**config.mk**
```make
export PLATFORM = sky130hd
export DESIGN_NAME = dvi_video_controller
export DESIGN_NICKNAME = d
export VERILOG_FILES = /design/src/rtl/dvi_video_controller.sv
export SDC_FILE = /design/constraint.sdc
export NUM_CORES = 1
export LEC_CHECK = 0
export ABC_AREA = 1
export BUFFER_PORTS_ARGS = -buffer_cell sky130_fd_sc_hd__buf_2
export CAP_MARGIN = 5
export CORE_MARGIN = 4
export CORE_UTILIZATION = 55
export CTS_CLUSTER_DIAMETER = 30
export DETAILED_ROUTE_END_ITERATION = 10
export PLACE_DENSITY = 0.85
export SYNTH_ARGS = -nofsm -noshare
export SYNTH_HDL_FRONTEND = slang
export SYNTH_SLANG_ARGS = --single-unit
```
**constraint.sdc**
```tcl
create_clock -name clk -period 2.6 [get_ports clk]
set_input_delay 0.52 -clock clk [delete_from_list [all_inputs] [get_ports clk]]
set_output_delay 0.52 -clock clk [all_outputs]
set_load 0.05 [all_outputs]
```
**src/rtl/dvi_video_controller.sv**
```systemverilog
// DVI video controller: raster timing generation, 15-bit RGB pixel intake and
// packing into two 12-bit half-words for an external DDR output register.
module dvi_video_controller #(
  parameter int HORI_FRONT_PORCH  = 24,
  parameter int HORI_SYNC_PULSE   = 136,
  parameter int HORI_BACK_PORCH   = 160,
  parameter int HORI_VISIBLE_AREA = 1024,
  parameter int VERT_FRONT_PORCH  = 3,
  parameter int VERT_SYNC_PULSE   = 6,
  parameter int VERT_BACK_PORCH   = 29,
  parameter int VERT_VISIBLE_AREA = 768,
  parameter int SYNC_POLARITY     = 0
) (
  input  logic        clk,
  input  logic        rst,
  input  logic [4:0]  pixel_r,
  input  logic [4:0]  pixel_g,
  input  logic [4:0]  pixel_b,
  input  logic        pixel_valid,
  output logic        pixel_ready,
  output logic [11:0] dvi_data_b,
  output logic [11:0] dvi_data_a,
  output logic        dvi_de,
  output logic        dvi_h,
  output logic        dvi_v,
  output logic        frame_start,
  output logic        underflow
);

  localparam int HW  = HORI_FRONT_PORCH + HORI_SYNC_PULSE + HORI_BACK_PORCH + HORI_VISIBLE_AREA;
  localparam int VW  = VERT_FRONT_PORCH + VERT_SYNC_PULSE + VERT_BACK_PORCH + VERT_VISIBLE_AREA;
  localparam int HCW = (HW > 1) ? $clog2(HW) : 1;
  localparam int VCW = (VW > 1) ? $clog2(VW) : 1;

  // Region boundaries, pre-sized to the counter widths.
  localparam logic [HCW-1:0] H_LAST      = HCW'(HW - 1);
  localparam logic [HCW-1:0] H_SYNC_END  = HCW'(HORI_SYNC_PULSE);
  localparam logic [HCW-1:0] H_ACT_START = HCW'(HORI_SYNC_PULSE + HORI_BACK_PORCH);
  localparam logic [HCW-1:0] H_ACT_END   = HCW'(HORI_SYNC_PULSE + HORI_BACK_PORCH
                                                + HORI_VISIBLE_AREA);
  localparam logic [VCW-1:0] V_LAST       = VCW'(VW - 1);
  localparam logic [VCW-1:0] V_VIS_END    = VCW'(VERT_VISIBLE_AREA);
  localparam logic [VCW-1:0] V_SYNC_START = VCW'(VERT_VISIBLE_AREA + VERT_FRONT_PORCH);
  localparam logic [VCW-1:0] V_SYNC_END   = VCW'(VERT_VISIBLE_AREA + VERT_FRONT_PORCH
                                                 + VERT_SYNC_PULSE);
  localparam logic SYNC_ON = (SYNC_POLARITY != 0);

  logic [HCW-1:0] hc_q, hc_d;
  logic [VCW-1:0] vc_q, vc_d;

  logic        de_q, de_d;
  logic        h_q, h_d;
  logic        v_q, v_d;
  logic        fs_q, fs_d;
  logic        uf_q, uf_d;
  logic [11:0] data_b_q, data_b_d;
  logic [11:0] data_a_q, data_a_d;

  logic v_visible, h_sync_zone, h_active;
  logic hsync_int, vsync_int, de_int;

  // Raster decode: hsync only on visible lines, vsync for whole lines, DE in
  // the active window of visible lines; the three are mutually exclusive.
  assign v_visible   = (vc_q < V_VIS_END);
  assign h_sync_zone = (hc_q < H_SYNC_END);
  assign h_active    = (hc_q >= H_ACT_START) && (hc_q < H_ACT_END);
  assign hsync_int   = v_visible && h_sync_zone;
  assign vsync_int   = (vc_q >= V_SYNC_START) && (vc_q < V_SYNC_END);
  assign de_int      = v_visible && h_active;

  // A pixel is taken whenever DE is active; nothing is taken during reset.
  assign pixel_ready = de_int && !rst;

  // Counter advance: hc wraps each line, vc steps only on the hc wrap.
  always_comb begin
    // NOTE: every signal driven here gets a default first, so no path can leave it unassigned and infer a latch.
    hc_d = hc_q + 1'b1;
    vc_d = vc_q;
    if (hc_q == H_LAST) begin
      hc_d = '0;
      vc_d = (vc_q == V_LAST) ? '0 : vc_q + 1'b1;
    end
  end

  // Output stage next-state: sync levels, packed pixel data, sticky underflow.
  always_comb begin
    de_d     = de_int;
    h_d      = hsync_int ? SYNC_ON : ~SYNC_ON;
    v_d      = vsync_int ? SYNC_ON : ~SYNC_ON;
    fs_d     = (hc_q == '0) && (vc_q == '0);
    uf_d     = uf_q | (de_int & ~pixel_valid);
    data_b_d = '0;
    data_a_d = '0;
    if (de_int && pixel_valid) begin
      data_b_d = {1'b0, pixel_r, pixel_g[4:3], 4'b0000};
      data_a_d = {pixel_g[2:0], pixel_b, 4'b0000};
    end
  end

  // State and output registers; reset parks the raster on the first front-porch line.
  always_ff @(posedge clk) begin
    // NOTE: non-blocking assignments make every register sample pre-edge values, independent of statement order.
    if (rst) begin
      hc_q     <= '0;
      vc_q     <= V_VIS_END;
      de_q     <= 1'b0;
      h_q      <= ~SYNC_ON;
      v_q      <= ~SYNC_ON;
      fs_q     <= 1'b0;
      uf_q     <= 1'b0;
      data_b_q <= '0;
      data_a_q <= '0;
    end else begin
      hc_q     <= hc_d;
      vc_q     <= vc_d;
      de_q     <= de_d;
      h_q      <= h_d;
      v_q      <= v_d;
      fs_q     <= fs_d;
      uf_q     <= uf_d;
      data_b_q <= data_b_d;
      data_a_q <= data_a_d;
    end
  end

  assign dvi_de      = de_q;
  assign dvi_h       = h_q;
  assign dvi_v       = v_q;
  assign frame_start = fs_q;
  assign underflow   = uf_q;
  assign dvi_data_b  = data_b_q;
  assign dvi_data_a  = data_a_q;

endmodule

```
After elaboration in Yosys (flattened, before gate mapping)
Index checks and enable logic that the tools add are counted.

Bits in registers: 50. Input bits: 18. Output and inout bits: 30. Word-level logic and storage cells: 40.

Add/subtract/negate cells: 2. Order comparisons: 6. Equality and inequality tests: 2. Mux-type cells: 3. Bitwise gates (word level): 4. Reductions and logical operators: 12.

Operator list (number): less-than comparator 10 bit (second input constant) (2); adder 11 x 1 -> 11 bit (second input constant) (1); equality test 11 bit (second input constant) (1); >= comparator 11 x 9 -> 1 bit (second input constant) (1); logical NOT 11 bit (1); less-than comparator 11 bit (second input constant) (1); less-than comparator 11 x 8 -> 1 bit (second input constant) (1); adder 10 x 1 -> 10 bit (second input constant) (1); equality test 10 bit (second input constant) (1); >= comparator 10 bit (second input constant) (1); logical NOT 10 bit (1); two-way mux 10 bit (1); logical AND 1 bit (7); OR reduction 2 bit (2); two-way mux 1 bit (2); NOT 1 bit (2); AND 1 bit (1); logical NOT 1 bit (1); bitwise OR 1 bit (1).

Longest topological paths before layout
Gate-level depths: netlist (run 1).

Depth in word-level cells: 6. Mapped depth: 10. Mapped depth without buffers: 9.

Worst setup path after synthesis (run 1)
No wires, ideal clock.

Kind: register -> output. Start: register hc_q[7]. End: output port pixel_ready. Arrival time: 1160 ps. Path slack: 920 ps. Cell stages (with the launch flop): 6. Cell sequence: dfxtp_1 nor2_4 nand2_2 nand3_2 a21oi_4 and2_2.

Longest elaborated chain between the ends: 4.

Ends and longest elaborated chain: from (decl) (RTL line 48) `logic [HCW-1:0] hc_q, hc_d;`; from (signal assigned) (RTL line 104) `hc_q <= '0;`; from (signal assigned) (RTL line 114) `hc_q <= hc_d;`; >= comparator 11 x 9 -> 1 bit or less-than comparator 11 bit (tied branches) (RTL line 66) `assign h_active = (hc_q >= H_ACT_START) && (hc_q < H_ACT_END);`; logical AND 1 bit * (RTL line 66); logical AND 1 bit * (RTL line 69) `assign de_int = v_visible && h_active;`; logical AND 1 bit * (RTL line 72) `assign pixel_ready = de_int && !rst;`; to (decl) (RTL line 20) `output logic pixel_ready,`.

Mark *: on every way between the ends. The rest lies on a longest branch, timed or not.

Worst setup path in the final report (run 1)
Ends and elaborated chain as after synthesis.

==> run_results.csv, run 1 <==
group,metric,value,unit
job,max_cap_viol_count,0,
sta,period_share,86.8,%
route,detail_route.wl_per_cell,10.6,um
critical_path,cp-end-kind,"primary output",
sta,fin_skew,0.00570,ns
floorplan,initial_core_util,58.3,%
yosys,avgSynthCellArea,7.27,sq um
sta,tns,0,ns
layout,drive_gt1_share,21.2,%
sta,hold_violations,0,
route,vias,1762,
layout,final_cell_mix,"nand2_1 (50), inv_1 (47), dfxtp_1 (41)",
floorplan,die_area,4650,sq um
layout,layout_commonest_cell,"nand2_1",
route,drtAntennaViolNets,0,
floorplan,die_x,68.2,um
critical_path,cp_slowest_cell,"dfxtp_1",
pwr,power.leakage,1.08,nW
cts,numCtsBuffers,5,
cts,clock_latency,0.35,ns
route,vias_per_cell,4.87,
outcome,status,"complete, no violations",
critical_path,start_kind,"flop",
route,drt_iter0_markers,148,
grt,grt_max_degree,16,
yosys,ys_ff_latch,41,
floorplan,dieHeight,68.2,um
critical_path,arrival,1.74,ns
critical_path,critPathKind,"reg -> out",
floorplan,io_pins,48,
route,route.detailed.drc,0,
critical_path,cp_slowest_stage_delay,0.50,ns
yosys,synth_cells,274,
critical_path,crit_family,"flip-flops",
sta,rsz0062_at_grt,"no",
yosys,seq_area_frac_synth,41.2,%
grt,antenna_found_initial,0,
route,firstDrtPassIters,4,
cts,cts_root_buffer,"clkbuf_4",
grt,grt_use_total,18.2,%
yosys,yosysUniqueCellTypes,28,
cts,htreeDepth,2,
critical_path,critPathBufInv,1,
yosys,synth_top_area_cell,"dfxtp_1",
yosys,yosysTopAreaCellShare,41.2,%
critical_path,critPathMaxFanout,7,
layout,final_area,2270,sq um
cts,cts.clk_slew.worst_paths,0.12,ns
layout,antenna_cells,0,
sta,slew_headroom,64.5,%
sta,slew_violations,0,
layout,area_growth,13.9,%
layout,finish.utilization,66.4,%
pwr,ir_drop,361,uV
layout,final_nets,339,
yosys,syn_area,1990,sq um
floorplan,core,3420,sq um
worst_hold_path,hold_path.class,"in -> reg",
route,routed_wl,3830,um
yosys,yosys_warnings,0,
placed_design,port_buffers,38,
critical_path,path_cells,"nor2_4 -> nand2_2 -> nand3_2 -> a21oi_4 -> and2_2 -> buf_2",
cts,tritoncts,"done",
sta,clock.fmax,443,MHz
layout,nFillCells,318,
critical_path,required,2.08,ns
cts,post_cts_resized,0,
placed_design,hpwl,2980,um
cts,clock-sinks,41,
sta,period_minus_slack,2.26,ns
sta,worstMarginPinSlew,0.528,ns
placed_design,gp_congestion,0.885,
pwr,power_density,502,nW/um^2
grt,overflow,0,
sta,finalSetupViolations,0,
cts,clockBufferDepth,2,
yosys,synth_area_leaders,"dfxtp_1 (41%), nand2_1 (9.4%), inv_1 (8.9%)",
placed_design,post_dp_cell_area,2180,sq um
floorplan,rows,21,
cts,post_cts_buffers,0,
grt,grt_pass1_vias,1547,
grt,grt_pass1_wl,6330,um
cts,hold_buffers,0,
-- cell type report --
cell class	instances	area (sq um)	share of cell area, %
repair buffers	39	198	8.71
multi-input cells	181	927	40.9
clock buffers	6	51.3	2.26
flip-flops and latches	41	821	36.2
well taps	46	57.6	2.54
inverters	47	176	7.78
clock inverters	2	37.5	1.65
-- sequential cells by signal (all words and copies together) (netlist names) --
register     count
dvi_v            1
dvi_data_a       8
dvi_de           1
dvi_data_b       7
frame_start      1
underflow        1
hc_q            11
dvi_h            1
vc_q            10
-- worst register-to-register path, cell delays in order (launching register included) --
cell and delay [ns]:
dfxtp_1 0.42, ha_1 0.23, nand2_1 0.09, inv_1 0.09, nand2_1 0.10, nor2_2 0.39, nand2_1 0.20, nand2_1 0.15
nor2_1 0.05
-- per-stage QoR --
stage               hold WS (ns)  setup slack [ns]  power, mW  instances
detailed placement         0.445             0.679      0.720        354
global route               0.341             0.231       1.18        362
CTS                        0.356             0.332       1.15        362
finish                     0.365             0.344       1.14        362
floorplan                  0.441             0.920      0.711        282
global placement           0.450             0.697      0.718        354
-- worst paths after layout --
kind	from	end	slack, ns	depth (start not counted)
hold reg to reg	underflow	underflow	0.47	2
setup reg to reg	hc_q[0]	vc_q[3]	0.78	8
hold / removal	pixel_b[1]	dvi_data_a[5]	0.36	3
setup / recovery	hc_q[7]	pixel_ready	0.34	6
-- layer usage --
metal  part of all wire (%)  vias up  track usage (%)
met3                    6.1       10             4.43
met4                    2.3        0             10.2
li1                       -      917                -
met5                      0        -                0
met2                     47       47             28.4
met1                     44      788             22.7
-- logic make-up (layout without fill, tap and decap cells) --
kind of cell             count (synthesis)  after routing  synth area share (%)
AO/OA/AOI/OAI                           16             16                  4.90
XOR/XNOR                                 1              1                 0.440
adder cells (fa/ha/maj)                  6              6                  3.77
buffers and inverters                   60             94                  13.8
flip-flops                              41             41                  41.2
other                                    1              9                 0.188
AND/OR/NAND/NOR                        149            149                  35.7
-- synth_stat cells --
master     n
buf_6      1
o22ai_1    1
xor2_1     1
nand2_2    3
nor2_2    10
inv_1     47
a21oi_4    1
nor3b_1    2
ha_1       6
clkbuf_1   1
nand3_4    1
nand3_2    1
and2_2     2
a21oi_1    9
nor2_1    35
o21bai_1   1
dfxtp_1   41
nand3_1   23
buf_4     11
nand3b_1   2
o21a_1     1
o21ai_0    3
nor3_1     9
nand2_1   50
conb_1     1
nand4_1    8
nor4_1     1
nor2_4     2
-- report_power, final --
group	leakage, nW	switching, mW	internal [mW]
Sequential	0.331	0.00440	0.632
Clock	0.0445	0.204	0.228
Combinational	0.710	0.0518	0.0186
Total	1.08	0.260	0.879
No activity file was read; power rests on OpenSTA's default activity.
==> run 2, diff against run 1 <==
==> constraint.sdc (replaced) <==
create_clock -name clk -period 2.6 [get_ports clk]
set_input_delay 0 -clock clk [delete_from_list [all_inputs] [get_ports clk]]
set_output_delay 0 -clock clk [all_outputs]
set_load 0.05 [all_outputs]
==> run_results.csv, run 2 (synthesis results as in run 1) <==
group,metric,value,unit
outcome,status,"complete, no violations",
layout,final_nets,355,
floorplan,die_x,68.2,um
layout,area_growth,22.0,%
floorplan,initial_core_util,58.3,%
layout,finish.utilization,71.2,%
layout,nFillCells,265,
route,detail_route.wl_per_cell,11.2,um
route,drtAntennaViolNets,0,
floorplan,io_pins,48,
pwr,power.leakage,1.15,nW
critical_path,critPathKind,"reg -> reg",
route,routed_wl,4220,um
critical_path,reg2regPathDepth,8,
sta,whs,0.399,ns
grt,overflow,0,
cts,cts_root_buffer,"clkbuf_4",
sta,period_minus_slack,1.81,ns
grt,grt_max_degree,16,
layout,drive_gt1_share,19.9,%
cts,clock_latency,0.35,ns
sta,fin_skew,0.0133,ns
route,route.detailed.drc,0,
grt,antenna_found_initial,0,
floorplan,core,3420,sq um
floorplan,die_area,4650,sq um
placed_design,hpwl,2940,um
sta,slew_violations,0,
cts,post_cts_buffers,0,
critical_path,start_kind,"flop",
cts,post_cts_resized,0,
sta,finalSetupViolations,0,
job,max_cap_viol_count,0,
floorplan,dieHeight,68.2,um
sta,rsz0062_at_grt,"no",
route,vias,1822,
grt,grt_pass1_vias,1545,
placed_design,gp_congestion,0.979,
sta,slew_headroom,62.6,%
grt,grt_pass1_wl,6730,um
layout,multi_input_area,927,sq um
layout,final_area,2430,sq um
cts,htreeDepth,2,
critical_path,arrival,2.06,ns
layout,antenna_cells,0,
worst_hold_path,worstHoldPathCells,4,
worst_hold_path,hold_path.class,"in -> reg",
critical_path,cp-end-kind,"flop",
cts,tritoncts,"done",
sta,tns,0,ns
critical_path,critPathMaxFanout,12,
route,drt_iter0_markers,240,
cts,cts.clk_slew.worst_paths,0.13,ns
layout,regMostFlops,"hc_q",
grt,grt_use_total,19.7,%
floorplan,rows,21,
cts,clock-sinks,41,
layout,final_cell_mix,"nand2_1 (50), inv_1 (47), dfxtp_1 (41)",
pwr,ir_drop,276,uV
sta,clock.fmax,554,MHz
layout,layout_commonest_cell,"nand2_1",
layout,largest_register_ff_count,11,
layout,regArea,821,sq um
route,vias_per_cell,4.82,
route,firstDrtPassIters,5,
placed_design,post_dp_cell_area,2170,sq um
critical_path,reg2reg_slack,0.79,ns
sta,period_share,69.5,%
pwr,power_density,477,nW/um^2
sta,hold_violations,0,
placed_design,port_buffers,38,
cts,numCtsBuffers,5,
critical_path,required,2.85,ns
sta,worstMarginPinSlew,0.556,ns
cts,clockBufferDepth,2,
## run 2: changes by cell type in the layout (fill, tap and decap cells not counted), sizes merged
| cell | delta |
|---|---|
| buf | -1 |
| dlygate4sd3 | +17 |
## run 2: layer usage
layer / global-route usage [%] / up-vias / part of all wire (%)
li1: - / 948 / -
met4: 8.19 / 0 / 1.8
met5: 0 / - / 0
met1: 24.3 / 800 / 42
met2: 31.6 / 67 / 48
met3: 6.24 / 7 / 7.8
## run 2: report_power, final
group / leakage (nW) / switching (mW) / internal (mW)
registers: 0.331 / 0.00433 / 0.632
logic: 0.776 / 0.0557 / 0.0343
clock network: 0.0445 / 0.205 / 0.228
## run 2: per-stage QoR
| step | instances | total power [mW] | setup slack [ns] |
|---|---|---|---|
| after floorplan | 282 | 0.711 | 1.22 |
| after global placement | 353 | 0.717 | 0.890 |
| after detailed placement | 353 | 0.718 | 0.827 |
| after CTS | 378 | 1.17 | 0.820 |
| after global routing | 378 | 1.22 | 0.623 |
| final | 378 | 1.16 | 0.794 |
## run 2: timing repair
action | 4_1_cts | 5_1_grt
endpoints found under the setup margin | 0 | 0
hold buffers | 17 | 0
hold endpoints to repair | 20 | 0
## run 2: cell type report
cell class                 count  share of cell area, %
timing repair buffer          55                   14.8
sequential                    41                   33.8
clock buffer                   6                   2.11
clock inverter                 2                   1.54
inverter                      47                   7.26
tap                           46                   2.37
multi-input combinational    181                   38.1
## run 2: path summary, 6_finish.rpt
kind	from	endpoint
worst min-delay path	pixel_g[2]	dvi_data_a[11]
worst min register to register	underflow	underflow
worst max-delay path	hc_q[0]	vc_q[2]
worst max register to register	hc_q[0]	vc_q[2]
## run 2: critical path: stages (launching register included)
cell and delay [ns]:
dfxtp_1 0.41, ha_1 0.24, nand2_1 0.08, inv_1 0.09
nand2_1 0.10, nor2_2 0.40, nand2_1 0.19, nand2_1 0.15
nor2_1 0.06
==> run 3, diff against run 2 <==
- ABC_AREA: 1 -> 0
- CORE_UTILIZATION: 55 -> 52
- PLACE_DENSITY: 0.85 -> 0.81
- clock period: 2.6 -> 1.8 ns (I/O delays scaled with it)
==> run_results.csv, run 3 <==
group,metric,value,unit
outcome,status,"complete, no violations",
placed_design,port_buffers,38,
yosys,synthMostInstantiatedCell,"dfxtp_1",
placed_design,place_ws,0.0542,ns
layout,nFillCells,258,
layout,regMostFlops,"hc_q",
cts,htreeDepth,2,
cts,clockBufferDepth,2,
sta,period_share,95.4,%
grt,overflow,0,
grt,grt_use_total,20.1,%
sta,setup_ws,0.0826,ns
grt,antenna_found_initial,0,
route,drtAntennaViolNets,0,
yosys,ys_ff_latch,41,
sta,slew_headroom,67.1,%
sta,finalSetupViolations,0,
layout,layoutNonFillerInstCount,334,
worst_hold_path,hold_path.class,"in -> reg",
yosys,yosysTopAreaCellShare,41.9,%
sta,hold_violations,0,
sta,period_minus_slack,1.72,ns
floorplan,core,3660,sq um
critical_path,start_kind,"flop",
yosys,synth_area_leaders,"dfxtp_1 (42%), nor3_1 (5.1%), nand2_1 (4.4%)",
pwr,total_power,1.82,mW
sta,clock.fmax,582,MHz
yosys,synth-edff-count,0,
sta,slew_violations,0,
critical_path,required,1.80,ns
floorplan,die_area,4810,sq um
grt,grt_max_degree,24,
layout,final_nets,309,
cts,post_cts_buffers,0,
layout,drive_gt1_share,24.1,%
floorplan,rows,22,
yosys,yosys_warnings,0,
yosys,seq_area_frac_synth,41.9,%
cts,tritoncts,"done",
placed_design,hpwl,2950,um
yosys,yosysUniqueCellTypes,45,
yosys,synth_common_cells,"dfxtp_1 (41), nand2_1 (23), nor3_1 (20)",
route,vias,1799,
yosys,synth_cells,227,
pwr,power_density,729,nW/um^2
grt,grt_pass1_wl,8010,um
yosys,async_flop_share,0,%
cts,clock-sinks,41,
route,drt_iter0_markers,160,
route,route.detailed.drc,0,
yosys,synthFlopType,"dfxtp_1",
layout,area_growth,27.4,%
worst_hold_path,hp-start,"pixel_valid",
placed_design,dp_cells,311,
worst_hold_path,worstHoldPathCells,3,
pwr,ir_drop,399,uV
cts,cts.clk_slew.worst_paths,0.08,ns
floorplan,dieHeight,69.4,um
yosys,avgSynthCellArea,8.63,sq um
critical_path,r2r-end,"vc_q[5]",
critical_path,cp-end-kind,"primary output",
route,routed_wl,4710,um
route,detail_route.wl_per_cell,14.1,um
worst_hold_path,whs_endpoint,"underflow",
floorplan,io_pins,48,
floorplan,initial_core_util,53.5,%
layout,largest_register_ff_count,11,
placed_design,gp_congestion,0.815,
cts,clock_latency,0.29,ns
yosys,synth_top_area_cell,"dfxtp_1",
job,max_cap_viol_count,0,
pwr,power.leakage,1.00,nW
layout,finish.utilization,68.2,%
sta,worstMarginPinSlew,0.488,ns
critical_path,reg2reg_slack,0.14,ns
critical_path,reg2regPathDepth,4,
route,firstDrtPassIters,4,
floorplan,die_x,69.4,um
layout,final_cell_mix,"dfxtp_1 (41), buf_2 (37), nand2_1 (23)",
layout,antenna_cells,0,
critical_path,critPathMaxFanout,9,
critical_path,reg2reg_from,"hc_q[9]",
route,vias_per_cell,5.39,
critical_path,critPathKind,"reg -> out",
critical_path,arrival,1.72,ns
sta,whs,0.0795,ns
layout,layout_commonest_cell,"dfxtp_1",
sta,fin_skew,0.00802,ns
cts,numCtsBuffers,5,
yosys,syn_area,1960,sq um
grt,grt_pass1_vias,1694,
cts,cts_root_buffer,"clkbuf_8",
[run 3: cell count changes after synthesis, moves of 4 or more]
cell	delta
buf_2	+8
inv_1	-40
nand2_1	-27
nand2b_1	+5
nand3_1	-12
nor2_1	-22
nor2_2	-10
nor3_1	+11
nor4_1	+6
o21ai_0	+7
or3_1	+4
xor2_1	+6
[run 3: cell type report]
class	count	area, sq um	share of cell area [%]
inverters	7	26.3	1.05
well taps	48	60.1	2.41
repair buffers	67	448	17.9
multi-input cells	163	1020	40.9
flip-flops and latches	41	821	32.9
clock buffers	6	82.6	3.31
clock inverters	2	37.5	1.50
[run 3: kinds of logic after synthesis]
group / count (synthesis) / synth area share, %
AO/OA/AOI/OAI: 28 / 8.37
XOR/XNOR: 8 / 3.58
adder cells (fa/ha/maj): 6 / 3.83
buffers and inverters: 31 / 9.13
flip-flops: 41 / 41.9
multiplexers: 1 / 0.511
other: 1 / 0.191
AND/OR/NAND/NOR: 111 / 32.5
[run 3: metrics by stage]
stage / area [sq um] / setup TNS [ns]
detailed placement: 2210 / 0
global placement: 2210 / 0
CTS: 2480 / 0
global route: 2500 / -0.00266
finish: 2500 / 0
floorplan: 2000 / 0
[run 3: worst max-delay path by stage]
stage               cells after the start     from            end  slack (ns)
finish                                  5  hc_q[7]    pixel_ready        0.08
global route                            6  vc_q[8]  dvi_data_b[4]      -0.003
CTS                                     5  hc_q[3]    pixel_ready       0.009
detailed placement                      5  hc_q[3]  dvi_data_b[8]        0.05
global placement                        5  hc_q[3]  dvi_data_b[4]        0.15
floorplan                               5  hc_q[0]        vc_q[6]        0.05
[run 3: metal layers]
layer / vias to the layer above / GRT usage [%] / wire length [um]
li1: 890 / - / -
met1: 828 / 26.0 / 2070
met2: 75 / 32.3 / 2250
met3: 6 / 4.78 / 345
met4: 0 / 8.03 / 46
met5: - / 0 / 0
[run 3: report_power, final]
group / internal [mW] / switching (mW) / leakage (nW) / total [mW]
logic: 0.0535 / 0.0823 / 0.613 / 0.136
clock network: 0.451 / 0.317 / 0.0574 / 0.768
registers: 0.912 / 0.00428 / 0.331 / 0.916
[run 3: repair_timing]
action                                 4_1_cts  5_1_grt
hold buffers                                15        0
pin swaps                                    0        0
resized for setup                            3        4
setup endpoints to repair                    1        3
endpoints found under the hold margin       15        0
[run 3: critical path, cell delays in order, from the launching register on]
cell	delay (ns)
dfxtp_1	0.38
nor2_1	0.20
a21boi_2	0.11
o21a_2	0.28
nor4_4	0.21
buf_4	0.23
